[src/rtl/rvfi_sched_pkg.sv]
// rvfi_sched_pkg: shared types for the RVFI step scheduler.
package rvfi_sched_pkg;
    localparam int ORDER_W = 64;
    typedef enum logic [1:0] {IDLE, REQ, WAIT_DONE, HALT} sched_state_e;
    // Single-field struct so trap/interrupt info can be added later without touching the FIFO.
    typedef struct packed {
        logic [ORDER_W-1:0] order;
    } sched_entry_t;
endpackage

[src/rtl/rvfi_sched_fifo.sv]
// rvfi_sched_fifo: multi-push (up to NRET, compacted in lane order), single-pop FIFO.
module rvfi_sched_fifo
    import rvfi_sched_pkg::*;
#(
    parameter int NRET = 1,
    parameter int DEPTH = 16,
    localparam int CW = $clog2(DEPTH) + 1
) (
    input  logic                    clk_i,
    input  logic                    rst_ni,
    input  logic                    push_i,
    input  logic [NRET-1:0]         push_mask_i,
    input  sched_entry_t [NRET-1:0] push_data_i,
    input  logic                    pop_i,
    output sched_entry_t            head_o,
    output logic [CW-1:0]           count_o
);
    localparam int AW = $clog2(DEPTH);
    sched_entry_t mem_q [DEPTH];
    sched_entry_t mem_d [DEPTH];
    logic [AW-1:0] wr_ptr_q, wr_ptr_d, rd_ptr_q, rd_ptr_d;
    logic [CW-1:0] count_q, count_d, n_push;

    always_comb begin
        mem_d = mem_q;
        n_push = '0;
        for (int k = 0; k < NRET; k++) begin
            if (push_i && push_mask_i[k]) begin
                mem_d[wr_ptr_q + AW'(n_push)] = push_data_i[k];
                n_push = n_push + CW'(1);
            end
        end
        wr_ptr_d = wr_ptr_q + AW'(n_push);
        rd_ptr_d = rd_ptr_q + AW'(pop_i);
        count_d = count_q + n_push - CW'(pop_i);
    end

    always_ff @(posedge clk_i or negedge rst_ni) begin
        if (!rst_ni) begin
            wr_ptr_q <= '0;
            rd_ptr_q <= '0;
            count_q <= '0;
        end else begin
            wr_ptr_q <= wr_ptr_d;
            rd_ptr_q <= rd_ptr_d;
            count_q <= count_d;
        end
    end

    // Storage needs no reset: nothing is visible while the count is zero.
    always_ff @(posedge clk_i) mem_q <= mem_d;

    assign head_o = mem_q[rd_ptr_q];
    assign count_o = count_q;
endmodule

[src/rtl/rvfi_step_scheduler.sv]
// rvfi_step_scheduler: buffers RVFI retirements, checks order continuity and
// issues ISS steps one at a time over a req/ack + done handshake.
module rvfi_step_scheduler
    import rvfi_sched_pkg::*;
#(
    parameter int NRET = 1,
    parameter int DEPTH = 16,
    parameter int TIMEOUT = 1024,
    localparam int CW = $clog2(DEPTH) + 1
) (
    input  logic                    clk_i,
    input  logic                    rst_ni,
    input  logic                    enable_i,
    input  logic [NRET-1:0]         ret_valid_i,
    input  logic [NRET*ORDER_W-1:0] ret_order_i,
    output logic                    step_req_o,
    output logic [ORDER_W-1:0]      step_order_o,
    input  logic                    step_ack_i,
    input  logic                    step_done_i,
    output logic [CW-1:0]           pending_o,
    output logic                    idle_o,
    output logic                    overflow_o,
    output logic                    order_err_o,
    output logic                    timeout_o
);
    localparam int TW = $clog2(TIMEOUT) + 1;
    sched_state_e state_q, state_d;
    logic [TW-1:0] cnt_q, cnt_d;
    logic [ORDER_W-1:0] exp_q, exp_d;
    logic exp_vld_q, exp_vld_d, overflow_q, overflow_d;
    logic order_err_q, order_err_d, timeout_q, timeout_d;
    logic [CW-1:0] n_valid, count;
    logic push, gap, pop;
    sched_entry_t [NRET-1:0] lanes;
    sched_entry_t head;

    rvfi_sched_fifo #(.NRET(NRET), .DEPTH(DEPTH)) u_fifo (
        .clk_i(clk_i), .rst_ni(rst_ni), .push_i(push), .push_mask_i(ret_valid_i),
        .push_data_i(lanes), .pop_i(pop), .head_o(head), .count_o(count)
    );

    // Free space ignores a same-cycle pop, so a group fits only if it fits now.
    always_comb begin
        n_valid = '0;
        for (int k = 0; k < NRET; k++) begin
            n_valid = n_valid + CW'(ret_valid_i[k]);
            lanes[k].order = ret_order_i[k*ORDER_W +: ORDER_W];
        end
        push = n_valid <= CW'(DEPTH) - count;
        exp_d = exp_q;
        exp_vld_d = exp_vld_q;
        gap = 1'b0;
        for (int k = 0; k < NRET; k++) begin
            if (push && ret_valid_i[k]) begin
                gap |= exp_vld_d && (lanes[k].order != exp_d);
                exp_d = lanes[k].order + ORDER_W'(1);
                exp_vld_d = 1'b1;
            end
        end
        overflow_d = overflow_q | ~push;
        order_err_d = order_err_q | gap;
    end

    always_comb begin
        state_d = state_q;
        timeout_d = timeout_q;
        cnt_d = '0;
        case (state_q)
            IDLE: if (enable_i && count != '0) state_d = REQ;
            REQ: if (step_ack_i) state_d = WAIT_DONE;
            WAIT_DONE: begin
                cnt_d = cnt_q + TW'(1);
                if (step_done_i) state_d = (enable_i && count != '0) ? REQ : IDLE;
                else if (cnt_q == TW'(TIMEOUT - 1)) begin
                    state_d = HALT;
                    timeout_d = 1'b1;
                end
            end
            default: state_d = HALT;
        endcase
        if (gap) state_d = HALT;
    end

    always_comb begin
        step_req_o = state_q == REQ;
        pop = step_req_o && step_ack_i;
        step_order_o = step_req_o ? head.order : '0;
        idle_o = state_q == IDLE && count == '0;
        pending_o = count;
        overflow_o = overflow_q;
        order_err_o = order_err_q;
        timeout_o = timeout_q;
    end

    always_ff @(posedge clk_i or negedge rst_ni) begin
        if (!rst_ni) begin
            state_q <= IDLE;
            cnt_q <= '0;
            exp_q <= '0;
            exp_vld_q <= 1'b0;
            overflow_q <= 1'b0;
            order_err_q <= 1'b0;
            timeout_q <= 1'b0;
        end else begin
            state_q <= state_d;
            cnt_q <= cnt_d;
            exp_q <= exp_d;
            exp_vld_q <= exp_vld_d;
            overflow_q <= overflow_d;
            order_err_q <= order_err_d;
            timeout_q <= timeout_d;
        end
    end
endmodule

[config.mk]
export PLATFORM = sky130hd
export DESIGN_NAME = rvfi_step_scheduler
export DESIGN_NICKNAME = d
export VERILOG_FILES = /design/src/rtl/rvfi_sched_pkg.sv /design/src/rtl/rvfi_sched_fifo.sv /design/src/rtl/rvfi_step_scheduler.sv
export SDC_FILE = /design/constraint.sdc
export NUM_CORES = 1
export LEC_CHECK = 0
export CAP_MARGIN = 20
export CORE_MARGIN = 10
export CORE_UTILIZATION = 50
export CTS_CLUSTER_DIAMETER = 120
export DETAILED_ROUTE_END_ITERATION = 10
export PLACE_DENSITY = 0.77
export SLEW_MARGIN = 20
export SYNTH_ARGS = -nofsm -noshare
export SYNTH_HDL_FRONTEND = slang
export SYNTH_SLANG_ARGS = --single-unit
[constraint.sdc]
create_clock -name clk_i -period 6.9 [get_ports clk_i]
set_clock_uncertainty 0.2 [all_clocks]
set_input_delay 1.035 -clock clk_i [delete_from_list [all_inputs] [get_ports clk_i]]
set_output_delay 1.035 -clock clk_i [all_outputs]
set_load 0.01 [all_outputs]
==> run summary <==
outcome: completed
Post-synth top flop: edfxtp_1
Critical Path Sink Type: primary output
Rows: 109
Crit-path slowest cell: dfrtp_4
main combinational cell family by area after synthesis: multiplexers
Placeable Area: 88500 um2
Max-Cap Viols: 0
Ports: 144
power density over cell area: 347 nW/um2
# hold bufs at CTS: 0
Die Y-Extent: 319 um
initial drt markers: 2820
Nets: 2501
Final Hold Viols: 0
clock power share: 32.0%
clk sink count: 1118
Least-Margin Pin Slew: 1080 ps
Setup Viol. Count Final: 0
Compound-Gate Fraction of Synth Area: 1.32%
NetSw: 4.68 mW
Max Fclk: 0.192 GHz
initial antenna violation count: 2
root buffer cell: clkbuf_16
via count: 22778
GR Util All Layers: 20.6%
wire per inst: 28.6 um
most frequent cells in the layout: 1024 x edfxtp_1, 320 x mux4_2, 142 x clkdlybuf4s50_1, 107 x clkbuf_16, 90 x dfrtp_1
Max clock buf depth: 3
Worst Path Max Fanout: 70
flop and latch count out of synthesis: 1118
mux share of post-synthesis cell area: 16.2%
Synth Net Count: 2263
slowest cell delay on critical path: 880 ps
Worst EP required: 5660 ps
Async SR Flop Fraction: 8.41%
Syn Inst Count: 2176
total wire length: 105000 um
mapped cell area: 44600 um2
Synth Area in XOR/XNOR: 2.24%
Max Slew Vio Count: 0
footprint of the multi-input gates: 11100 um2
Crit path top cell by count: mux4_2
Int Pwr: 13.2 mW
total clock buffers created by CTS: 105
leading cell type in the layout, fill and taps excluded: edfxtp_1
fin cells: 3667
Pleak: 16.2 nW
Adder-Cell Fraction of Synth Area: 0.494%
HP Class: in -> async
simple-gate share of the synthesized area: 4.39%
post_cts resized: 0
fillcell total: 6086
Logic pwr share: 20.6%
Initial Utilization: 50.4%
Period Utilization, post-route: 75.3%
critical path class: reg -> out
Synth Warn #: 0
Routed Antenna Nets: 0
Slew HR: 27.6%
Mean Syn Cell Area: 20.5 um2
Worst-path clk slew: 60 ps
crit path DAT: 3960 ps
first-pass GRT wire length: 157000 um
area delta synth->final: 15.7%
Netlist cell types: 42
clk_lat worst skew: 670 ps
register area share after synthesis: 74.2%
worst path cell trace: buf_12 > mux4_2 > mux4_2 > and2_1 > clkdlybuf4s50_1
GR Overflow Total: 0
largest net degree at the start of global routing: 165
drc violations: 0
count of flip-flops with a built-in enable after synthesis: 1024
share of layout cells above drive strength 1: 24.1%
Port Buffers: 143
CTS tree: yes
TritonRoute pass-1 iters: 7
vias in the first global route: 23783
diode count: 0
GP Congestion: 0.829
Net Sw Frac: 26.2%
CP Launch Type: register
post-route setup TNS: 0 ps
post-layout minimum cycle time: 5200 ps
register area: 33100 um2
Detail Placement HPWL: 58400 um
DR vias/cell: 6.21
maximum vdd drop: 0.233 mV
# Post-CTS Setup Buffers: 0
die width: 319 um
Seq pwr share: 47.4%
worst path bufs/invs: 2
H-tree levels: 3
die footprint: 102000 um2
unrepaired setup endpoints after global routing: false
placed insts: 3472
CP top delay family: multiplexers
==> power groups by stage <==
| stage | Combinational, mW | Sequential (mW) | Clock [mW] |
|---|---|---|---|
| 2_1_floorplan | 2.55 | 8.50 | 0 |
| 3_3_place_gp | 3.63 | 8.56 | 0 |
| 3_5_place_dp | 3.71 | 8.61 | 0 |
| 4_1_cts | 3.75 | 8.49 | 5.80 |
| 5_1_grt | 3.94 | 8.55 | 6.05 |
| 6_report | 3.69 | 8.49 | 5.72 |
==> sequential cells by signal, summed over array words and instances (netlist names) <==
| name | cells |
|---|---|
| u_fifo.count_o | 5 |
| order_err_o | 1 |
| exp_vld_q | 1 |
| u_fifo.wr_ptr_q | 4 |
| exp_q | 64 |
| timeout_o | 1 |
| u_fifo.rd_ptr_q | 4 |
| u_fifo.mem_q | 1024 |
| state_q | 2 |
| cnt_q | 11 |
| overflow_o | 1 |
==> worst paths after layout <==
kind	from	end	slack [ps]	cells after the start
min	rst_ni	u_fifo.count_o[0]$_DFF_PN0_	60	1
max reg2reg	u_fifo.count_o[1]$_DFF_PN0_	u_fifo.mem_q[567]$_DFFE_PP_	2670	11
max in group asynchronous	rst_ni	u_fifo.rd_ptr_q[0]$_DFF_PN0_	5060	2
min reg2reg	overflow_o$_DFF_PN0_	overflow_o$_DFF_PN0_	270	1
max	u_fifo.rd_ptr_q[0]$_DFF_PN0_	step_order_o[20]	1700	5
min in group clk_i	overflow_o$_DFF_PN0_	overflow_o$_DFF_PN0_	270	1
==> area by class of cell <==
class	instances	area share [%]
sequential	1118	64.2
multi-input combinational	924	21.6
clock buffer	134	5.52
timing repair buffer	245	4.63
tap	1165	2.83
clock inverter	61	1.08
inverter	20	0.146
==> metal layers <==
| metal | GRT usage (%) | vias to the layer above | share of wire, % |
|---|---|---|---|
| li1 | - | 9403 | - |
| met1 | 27.4 | 11973 | 38 |
| met2 | 34.1 | 1204 | 50 |
| met3 | 3.44 | 194 | 8.0 |
| met4 | 7.32 | 4 | 3.2 |
| met5 | 0 | - | 0.024 |
==> per-stage QoR <==
stage          utilization (%)  hold WS [ps]  total power [mW]  setup slack [ps]  instance area, um2
6_report                  58.3          55.2              17.9              1700               51600
5_1_grt                   58.3          66.1              18.5              1460               51600
4_1_cts                   58.3          36.0              18.0              1600               51600
3_5_place_dp              54.4           253              12.3              2140               48200
3_3_place_gp              54.3           253              12.2              2100               48100
2_1_floorplan                -           239              11.0              1320               44600
==> worst reg2reg max path, cell delays in order, from the launching register on <==
cell and delay (ps):
dfrtp_1 410, inv_1 130, ha_1 230, and2_1 150
ha_1 280, nand2b_1 80, nor4_1 80, a21oi_4 120
buf_4 300, nand3_1 410, nor2_4 960, buf_4 530
==> Yosys cell counts, types with 4 or more instances <==
library cell,number,area share [%]
nand2_1,31,0.26
a21oi_1,39,0.44
and2_1,66,0.93
nand4_1,28,0.39
edfxtp_1,1024,69
nor3_1,14,0.16
ha_1,16,0.45
o21ai_0,26,0.29
dfrtp_1,94,5.3
or3_1,23,0.32
a31oi_1,29,0.41
xnor2_1,25,0.49
and4_1,5,0.098
nor2_1,101,0.85
xor2_1,89,1.7
mux4_2,320,16
nand3_1,30,0.34
or4_1,10,0.17
nor4_1,27,0.38
and3_1,11,0.15
inv_1,20,0.17
nor2b_1,4,0.056
o31ai_1,7,0.12
nand2b_1,4,0.056
buf_1,32,0.27
clkbuf_1,79,0.66
==> logic make-up (layout without fill, tap and decap cells) <==
group / Yosys count / count (layout)
flops: 1118 / 1118
simple gates: 366 / 366
mux: 322 / 322
buf+inv: 134 / 460
xor+xnor: 114 / 114
compound gates: 105 / 105
fa+ha+maj: 17 / 17
(Power assumes the default switching activity.)
